<file path="config.mk">
export PLATFORM = sky130hd
export DESIGN_NAME = axi_timer
export DESIGN_NICKNAME = d
export VERILOG_FILES = /design/src/rtl/axi_timer_pkg.sv /design/src/rtl/axi_timer_core.sv /design/src/rtl/axi_timer.sv
export SDC_FILE = /design/constraint.sdc
export NUM_CORES = 1
export LEC_CHECK = 0
export ABC_AREA = 0
export CAP_MARGIN = 20
export CORE_ASPECT_RATIO = 1.1
export CORE_MARGIN = 5
export CORE_UTILIZATION = 56
export CTS_CLUSTER_DIAMETER = 50
export CTS_CLUSTER_SIZE = 10
export DETAILED_ROUTE_END_ITERATION = 8
export GPL_ROUTABILITY_DRIVEN = 0
export GPL_TIMING_DRIVEN = 0
export HOLD_SLACK_MARGIN = 0.1
export PLACE_DENSITY = 0.94
export SKIP_CTS_REPAIR_TIMING = 1
export SLEW_MARGIN = 10
export SYNTH_ARGS = -nofsm -noshare
export SYNTH_HDL_FRONTEND = slang
export SYNTH_SLANG_ARGS = --single-unit
</file>
<file path="constraint.sdc">
create_clock -name clk -period 4.51 [get_ports clk]
set_input_delay 0.902 -clock clk [delete_from_list [all_inputs] [get_ports clk]]
set_output_delay 0.902 -clock clk [all_outputs]
set_load 0.005 [all_outputs]
</file>
<file path="src/rtl/axi_timer_pkg.sv">
// Shared constants and types for the axi_timer peripheral.
// Register offsets, CTRL bit positions, bus FSM states and strobe merge.
package axi_timer_pkg;

  localparam int MEM_W = 32;

  localparam logic [2:0] TMR_CTRL   = 3'd0;
  localparam logic [2:0] TMR_STATUS = 3'd1;
  localparam logic [2:0] TMR_COUNT  = 3'd2;
  localparam logic [2:0] TMR_CMP    = 3'd3;
  localparam logic [2:0] TMR_PRESC  = 3'd4;

  localparam int CTRL_EN          = 0;
  localparam int CTRL_IRQ_EN      = 1;
  localparam int CTRL_AUTO_RELOAD = 2;

  typedef enum logic [1:0] {
    S_IDLE  = 2'd0,
    S_WACK  = 2'd1,
    S_RACK  = 2'd2,
    S_RDATA = 2'd3
  } tmr_state_e;

  function automatic logic [MEM_W-1:0] strb_merge(
    input logic [MEM_W-1:0] old_v,
    input logic [MEM_W-1:0] new_v,
    input logic [3:0]       strb
  );
    logic [MEM_W-1:0] r;
    r = old_v;
    for (int b = 0; b < 4; b++) begin
      if (strb[b]) r[8*b +: 8] = new_v[8*b +: 8];
    end
    return r;
  endfunction

endpackage

</file>
<file path="src/rtl/axi_timer_core.sv">
// Timer datapath: prescaler, 32-bit counter, compare, sticky flag.
// Each register has its own write enable; byte strobes applied here.
module axi_timer_core
  import axi_timer_pkg::*;
#(
  parameter int PRESC_W = 16
) (
  input  logic               clk,
  input  logic               rst_n,
  input  logic               ctrl_we,
  input  logic               status_we,
  input  logic               count_we,
  input  logic               cmp_we,
  input  logic               presc_we,
  input  logic [MEM_W-1:0]   wdata,
  input  logic [3:0]         wstrb,
  output logic [2:0]         ctrl_o,
  output logic               flag_o,
  output logic [MEM_W-1:0]   count_o,
  output logic [MEM_W-1:0]   cmp_o,
  output logic [PRESC_W-1:0] presc_o,
  output logic               irq_o
);

  logic [2:0]         ctrl_q, ctrl_d;
  logic               flag_q, flag_d;
  logic [MEM_W-1:0]   count_q, count_d;
  logic [MEM_W-1:0]   cmp_q, cmp_d;
  logic [PRESC_W-1:0] presc_q, presc_d;
  logic [PRESC_W-1:0] psc_q, psc_d;
  logic               tick;
  logic               hit;

  always_comb begin
    tick = ctrl_q[CTRL_EN] && (psc_q == presc_q);
    hit  = tick && (count_q == cmp_q);

    psc_d = '0;
    if (ctrl_q[CTRL_EN] && !tick) psc_d = psc_q + 1'b1;

    // Bus write overrides whatever the tick computed.
    count_d = count_q;
    if (tick) begin
      if (hit && ctrl_q[CTRL_AUTO_RELOAD]) count_d = '0;
      else count_d = count_q + 32'd1;
    end
    if (count_we) count_d = strb_merge(count_q, wdata, wstrb);

    // A match in the same cycle as a clear keeps the flag set.
    flag_d = flag_q;
    if (status_we && wstrb[0] && wdata[0]) flag_d = 1'b0;
    if (hit) flag_d = 1'b1;

    ctrl_d = ctrl_q;
    if (ctrl_we && wstrb[0]) ctrl_d = wdata[2:0];

    cmp_d = cmp_q;
    if (cmp_we) cmp_d = strb_merge(cmp_q, wdata, wstrb);

    presc_d = presc_q;
    if (presc_we) begin
      for (int b = 0; b < PRESC_W; b++) begin
        if (wstrb[b/8]) presc_d[b] = wdata[b];
      end
    end
  end

  always_ff @(posedge clk) begin
    if (!rst_n) begin
      ctrl_q  <= '0;
      flag_q  <= 1'b0;
      count_q <= '0;
      cmp_q   <= '0;
      presc_q <= '0;
      psc_q   <= '0;
    end else begin
      ctrl_q  <= ctrl_d;
      flag_q  <= flag_d;
      count_q <= count_d;
      cmp_q   <= cmp_d;
      presc_q <= presc_d;
      psc_q   <= psc_d;
    end
  end

  assign ctrl_o  = ctrl_q;
  assign flag_o  = flag_q;
  assign count_o = count_q;
  assign cmp_o   = cmp_q;
  assign presc_o = presc_q;
  assign irq_o   = flag_q & ctrl_q[CTRL_IRQ_EN];

endmodule

</file>
<file path="src/rtl/axi_timer.sv">
// AXI4-Lite (AW/W/AR/R) responder wrapping the timer core.
// Bus FSM with registered handshakes and the register read mux.
module axi_timer
  import axi_timer_pkg::*;
#(
  parameter int PRESC_W = 16
) (
  input  logic             clk,
  input  logic             rst_n,
  input  logic [MEM_W-1:0] tmr_axi_awaddr,
  input  logic             tmr_axi_awvalid,
  output logic             tmr_axi_awready,
  input  logic [MEM_W-1:0] tmr_axi_wdata,
  input  logic [3:0]       tmr_axi_wstrb,
  input  logic             tmr_axi_wvalid,
  output logic             tmr_axi_wready,
  input  logic [MEM_W-1:0] tmr_axi_araddr,
  input  logic             tmr_axi_arvalid,
  output logic             tmr_axi_arready,
  output logic [MEM_W-1:0] tmr_axi_rdata,
  output logic             tmr_axi_rvalid,
  input  logic             tmr_axi_rready,
  output logic             tmr_irq_o
);

  tmr_state_e         state_q;
  logic               awready_q;
  logic               wready_q;
  logic               arready_q;
  logic               rvalid_q;
  logic [MEM_W-1:0]   rdata_q;

  logic               wr_en;
  logic [2:0]         wr_off;
  logic [2:0]         rd_off;
  logic [MEM_W-1:0]   rd_val;

  logic [2:0]         ctrl;
  logic               flag;
  logic [MEM_W-1:0]   count;
  logic [MEM_W-1:0]   cmp;
  logic [PRESC_W-1:0] presc;

  logic unused_addr;
  assign unused_addr = ^{tmr_axi_awaddr[31:5], tmr_axi_awaddr[1:0],
                         tmr_axi_araddr[31:5], tmr_axi_araddr[1:0]};

  // Address and data are still held by the master during WACK/RACK.
  assign wr_en  = (state_q == S_WACK);
  assign wr_off = tmr_axi_awaddr[4:2];
  assign rd_off = tmr_axi_araddr[4:2];

  axi_timer_core #(
    .PRESC_W(PRESC_W)
  ) u_core (
    .clk      (clk),
    .rst_n    (rst_n),
    .ctrl_we  (wr_en && (wr_off == TMR_CTRL)),
    .status_we(wr_en && (wr_off == TMR_STATUS)),
    .count_we (wr_en && (wr_off == TMR_COUNT)),
    .cmp_we   (wr_en && (wr_off == TMR_CMP)),
    .presc_we (wr_en && (wr_off == TMR_PRESC)),
    .wdata    (tmr_axi_wdata),
    .wstrb    (tmr_axi_wstrb),
    .ctrl_o   (ctrl),
    .flag_o   (flag),
    .count_o  (count),
    .cmp_o    (cmp),
    .presc_o  (presc),
    .irq_o    (tmr_irq_o)
  );

  always_comb begin
    rd_val = '0;
    case (rd_off)
      TMR_CTRL:   rd_val = {29'd0, ctrl};
      TMR_STATUS: rd_val = {31'd0, flag};
      TMR_COUNT:  rd_val = count;
      TMR_CMP:    rd_val = cmp;
      TMR_PRESC:  rd_val = MEM_W'(presc);
      default:    rd_val = '0;
    endcase
  end

  always_ff @(posedge clk) begin
    if (!rst_n) begin
      state_q   <= S_IDLE;
      awready_q <= 1'b0;
      wready_q  <= 1'b0;
      arready_q <= 1'b0;
      rvalid_q  <= 1'b0;
      rdata_q   <= '0;
    end else begin
      awready_q <= 1'b0;
      wready_q  <= 1'b0;
      arready_q <= 1'b0;
      unique case (state_q)
        S_IDLE: begin
          if (tmr_axi_awvalid && tmr_axi_wvalid) begin
            state_q   <= S_WACK;
            awready_q <= 1'b1;
            wready_q  <= 1'b1;
          end else if (tmr_axi_arvalid) begin
            state_q   <= S_RACK;
            arready_q <= 1'b1;
          end
        end
        S_WACK: state_q <= S_IDLE;
        S_RACK: begin
          state_q  <= S_RDATA;
          rvalid_q <= 1'b1;
          rdata_q  <= rd_val;
        end
        S_RDATA: begin
          if (tmr_axi_rready) begin
            state_q  <= S_IDLE;
            rvalid_q <= 1'b0;
          end
        end
        default: state_q <= S_IDLE;
      endcase
    end
  end

  assign tmr_axi_awready = awready_q;
  assign tmr_axi_wready  = wready_q;
  assign tmr_axi_arready = arready_q;
  assign tmr_axi_rvalid  = rvalid_q;
  assign tmr_axi_rdata   = rdata_q;

endmodule

</file>
# == Word-level counts from Yosys, hierarchy flattened ==
# Index checks and enable logic that the tools add are counted.
# classes
add_sub_neg,2
mux,18
n_eq_ne,19
reduce_logical,35
bitwise_logic,3
# op_table
op,count
$pmux W32 S5,1
$mux W32,3
$add A32 B1 Y32 const B,1
$eq A32 B32 Y1,1
$mux W8,4
$reduce_and A2 Y1,14
$add A16 B1 Y16 const B,1
$eq A16 B16 Y1,1
$logic_and A1 B1 Y1,13
$eq A3 B2 Y1 const B,4
$ne A2 B2 Y1 const B,5
$pmux W2 S4,1
$eq A3 B1 Y1 const B,2
$eq A3 B3 Y1 const B,2
$logic_not A3 Y1,2
$mux W2,3
$reduce_bool A2 Y1,3
$mux W1,5
$eq A2 B2 Y1 const B,2
$ne A3 B3 Y1 const B,1
$reduce_or A3 Y1,1
$eq A2 B1 Y1 const B,1
$logic_not A2 Y1,1
$not A1 Y1,2
3 further kinds,3
# word_totals
output_inout_bits,37
reg_bits,137
word_cells,95

# == Longest topological paths before layout ==
# logic_depth
depth_word,7
ltp_mapped,9
depth_no_buf,7

# == Modules after synthesis ==
# From an unflattened synthesis, not the netlist that was laid out.
# unflattened
hier_cells,872
hier_area_um2,7407.1
# by_module_without_submodules
mod,n_inst,cells_each,area_per_inst_um2,seq_area_each_um2
axi_timer_core,1,680,5393.9,2001.9
axi_timer,1,192,2013.2,740.7

# == Least setup slack after synthesis ==
# OpenSTA, ideal clock, no wires.
# synth_path
path_kind,input-to-reg
start,input port tmr_axi_awaddr[2]
end,register u_core.count_q[10] (netlist: u_core.count_o[10])
setup_slack_ns,2.030
arrival_ns,2.384
path_buffers,2
required_ns,4.415
setup_ns,0.095
stages,8
cell_sequence,nor2_1 > nand2_1 > clkbuf_1 > nand2_1 > clkbuf_1 > o21ai_0 > a22o_1 > a221oi_1
# synth_via
elab_chain_cells,4
word_cells_on_any_way,6
classes_between,eq/ne (2); mux (1); reduce/logical (3)
# synth_rtl
item,line,rtl
start: declaration,axi_timer.sv:10,"input logic [MEM_W-1:0] tmr_axi_awaddr,"
$eq A3 B2 Y1 (*),axi_timer.sv:60,".count_we (wr_en && (wr_off == TMR_COUNT)),"
$logic_and A1 B1 Y1 (*),axi_timer.sv:60,
$ne A2 B2 Y1 (no line) / $reduce_bool A2 Y1 (equally long branches),--,
$reduce_and A2 Y1 (no line),--,
end signal: assignment,axi_timer_core.sv:79,count_q <= count_d;
end: declaration,axi_timer_core.sv:27,"logic [MEM_W-1:0] count_q, count_d;"
# Mark *: on every way between the ends. The rest lies on a longest branch, timed or not.
# A chain may end at the register's enable or synchronous reset.

# == Worst setup path in the final report ==
# Same ends and word-level chain as after synthesis.

==> impl_metrics.tcl <==
set metrics [dict create \
    ys.flop_type "dfxtp_1" \
    syn_avg_cell_area_um2 8.040 \
    dr_total_vias 7999 \
    fmax_ghz 0.2798 \
    port_buffers 81 \
    max-slew-margin-rel_pct 22.74 \
    synth_nets 1012 \
    crit_slowest_cell "nor2_1" \
    grt_start_max_net_pins 17 \
    period_minus_slack_ps 3574 \
    hold_slack_ps 481.5 \
    arrival_ps 3900 \
    core_area_um2 12700 \
    drt_first_pass_iters 9 \
    rrSetupSlack_ps 1400 \
    hold_viol 0 \
    critPathLaunchType "input pin" \
    grt_first_pass_wirelength_um 41150 \
    startpoint "tmr_axi_awaddr[2]" \
    wl_um 26260 \
    min_path_type "register to register" \
    vdd_drop_max_mv 0.2918 \
    ys_seq_elements 137 \
    chipWidth_um 118.6 \
    cts_tree "yes" \
    clk_pin_slew_worst_paths_ps 70 \
    final_antenna_net_count 0 \
    critPathCaptureType "register" \
    grt_pass1_vias 7740 \
    cp_top_family "buffers and inverters" \
    die_y_um 129.5 \
    stdcell_count 1174 \
    rsz0062_at_grt "no" \
    rr_startpoint "u_core.psc_q[10]" \
    numPlacedInstances 1142 \
    grt_overflow_total 0 \
    cts_root_buf "clkbuf_16" \
    outcome "finished, violations left" \
    insertion_delay_ps 450 \
    worstPathCellList "clkdlybuf4s50_1 -> nor2_1 -> nand2_1 -> clkbuf_1 -> nand2_1 -> clkbuf_1 -> o21ai_0 -> a22o_1 -> a221oi_1" \
    r2r_cells 7 \
    place_hpwl_um 18210 \
    p_leak_nw 3.304 \
    wl_per_cell_um 22.37 \
    setup_viol_count_final 0 \
    synthToLayoutAreaGrowth_pct 22.12 \
    ys_async_sr_fraction_pct 0 \
    ctsHtreeMaxLevel 4 \
    initial_utilization_pct 57.24 \
    power.total_w 0.002960 \
    synth_cell_types 54 \
    fin_crit_sh_pct 79.25 \
    tns_ps 0 \
    max_stage_delay_ps 680 \
    worst_pin_slew_ps 1149 \
    cp_num_buf_inv 3 \
    critPathRequiredTime_ps 4830 \
    use_met2_pct 53.31 \
    grt_use_met3_pct 11.17 \
    grtUsageTotal_pct 34.13 \
    n_antenna_cell 0 \
    fillerInstances 926 \
    use_met1_pct 38.95 \
    cp.depth 9 \
    power.density_nw_per_um2 333.4 \
    path_class "input pin to register" \
    syn_area_um2 7268 \
    finClkSkew_ps 13.28 \
    drv_slew 0 \
    max_cap_violations 0 \
    rows 43 \
    viasPerCell 6.813 \
    cp_max_fo 10 \
    synth-edff-count 0 \
    cts_made_buffers 17 \
    die_area_um2 15360 \
    endpoint "u_core.count_o[10]" \
    drt_iter0_drc 1428 \
    cts.path.max_buffers 2 \
    reg2reg_to "u_core.count_o[4]" \
    drive_gt1_share_pct 5.998 \
    drcViolationCount 41 \
    num-nets-final 1112 \
    violations "design-rule violations" \
    syn_inst 904 \
    synth-seq-area-share_pct 37.73 \
    io_pins 143 \
    gr-max-usage-layer "met2" \
    antenna_found_initial 0 \
    ys_warn_count 0 \
    clkSinkCount 137 \
]
==> report_power, final <==
| part | leakage [nW] | switching [W] | total [W] | internal, W |
|---|---|---|---|---|
| clock | 0.290 | 0.000591 | 0.00143 | 0.000840 |
| sequential | 1.10 | 0.0000201 | 0.00125 | 0.00123 |
| combinational | 1.91 | 0.000176 | 0.000280 | 0.000105 |
| total | 3.30 | 0.000786 | 0.00296 | 0.00217 |
==> routing by layer <==
layer,vias to the layer above,wire (µm),part of all wire (%)
met5,-,0,0
met3,231,3453,13
met4,0,2321,8.8
met2,686,11530,44
met1,3627,8954,34
li1,3455,-,-
==> final cells by class <==
cell class / instances / area, µm² / share of cell area (%)
tap: 157 / 196.4 / 2.213
inverter: 17 / 63.81 / 0.7189
clock buffer: 18 / 439.2 / 4.948
multi-input combinational: 679 / 4165 / 46.93
timing repair buffer: 81 / 810.8 / 9.134
clock inverter: 14 / 161.4 / 1.818
buffer: 71 / 296.5 / 3.341
sequential: 137 / 2743 / 30.90
==> worst min path at each step <==
stage	startpoint	endpoint	slack [ps]	cells after the start
finish	u_core.ctrl_o[1]	u_core.ctrl_o[1]	480	2
global placement	u_core.ctrl_o[1]	u_core.ctrl_o[1]	470	2
global route	tmr_axi_rdata[0]	tmr_axi_rdata[0]	500	2
floorplan	u_core.ctrl_o[1]	u_core.ctrl_o[1]	440	2
detailed placement	tmr_axi_rdata[0]	tmr_axi_rdata[0]	460	2
CTS	tmr_axi_rdata[0]	tmr_axi_rdata[0]	480	2
==> worst register-to-register path, cell delays in order (launching register included) <==
cell and delay (ps):
dfxtp_1 410, xnor2_1 170, nand4_1 160, nor4_2 1010, nand3_1 260, clkbuf_1 390, a22o_1 310, a221oi_1 290
==> placed cells by master (no fill, tap or decap), types with 4 or more instances in the layout <==
| cell | instances |
|---|---|
| and4_1 | 5 |
| xnor2_1 | 27 |
| mux2i_1 | 37 |
| clkbuf_16 | 17 |
| o21a_1 | 4 |
| nand2_1 | 98 |
| a22o_1 | 7 |
| a21oi_1 | 48 |
| inv_1 | 17 |
| nor4_1 | 14 |
| o221ai_1 | 4 |
| clkinv_4 | 4 |
| nand4_1 | 24 |
| clkdlybuf4s50_1 | 81 |
| or3_1 | 4 |
| buf_1 | 8 |
| o22ai_1 | 6 |
| nor2_1 | 85 |
| a211oi_1 | 7 |
| nor3_1 | 10 |
| clkbuf_1 | 56 |
| nand2b_1 | 5 |
| dfxtp_1 | 137 |
| and2_1 | 6 |
| o21ai_0 | 50 |
| a31oi_1 | 12 |
| nand3_1 | 68 |
| o211ai_1 | 4 |
| a221oi_1 | 9 |
| and3_1 | 23 |
| xor2_1 | 38 |
| a32oi_1 | 6 |
| a22oi_1 | 29 |
| mux2_2 | 15 |
| nand4b_1 | 5 |
| inv_6 | 4 |
==> Yosys cell counts (5+ instances only) <==
cell type	instances	area [µm²]
a32oi_1	6	52.55
a22o_1	7	61.31
nand2b_1	5	31.28
xor2_1	38	332.8
nand4_1	24	150.1
nor4_1	14	87.58
nand3_1	68	340.3
nor2_1	85	319.1
o22ai_1	6	37.54
a221oi_1	9	78.83
and2_1	6	37.54
dfxtp_1	137	2743
a211oi_1	7	52.55
nand2_1	98	367.9
a31oi_1	12	75.07
nand4b_1	5	43.79
buf_1	8	30.03
mux2i_1	37	370.4
inv_1	17	63.81
o21ai_0	50	250.2
a21oi_1	48	240.2
a22oi_1	29	217.7
and3_1	23	143.9
xnor2_1	27	236.5
mux2_2	15	168.9
clkbuf_1	56	210.2
and4_1	5	43.79
nor3_1	10	50.05
==> stage by stage <==
stage / util, % / cell area, µm² / setup slack (ps)
6_report: 69.91 / 8876 / 935.9
4_1_cts: 69.91 / 8876 / 1153
3_3_place_gp: 65.18 / 8275 / 806.0
2_1_floorplan: - / 7268 / 2030
3_5_place_dp: 65.18 / 8275 / 741.9
5_1_grt: 69.91 / 8876 / 810.8
==> kinds of logic after synthesis <==
| family | Yosys count | synth area share, % |
|---|---|---|
| AO/OA/AOI/OAI | 198 | 17.42 |
| XOR/XNOR | 65 | 7.833 |
| adder cells (fa/ha/maj) | 2 | 0.3442 |
| buffers and inverters | 88 | 4.958 |
| flip-flops | 137 | 37.73 |
| multiplexers | 52 | 7.420 |
| AND/OR/NAND/NOR | 362 | 24.29 |
==> state kept, by name, indices dropped and copies added (netlist names) <==
register	flops
tmr_axi_wready	1
tmr_axi_rvalid	1
u_core.flag_o	1
tmr_axi_arready	1
u_core.cmp_o	32
state_q	2
u_core.presc_o	16
u_core.psc_q	16
tmr_axi_rdata	32
u_core.count_o	32
u_core.ctrl_o	3
Note: power is estimated with default switching activity, not from simulation.
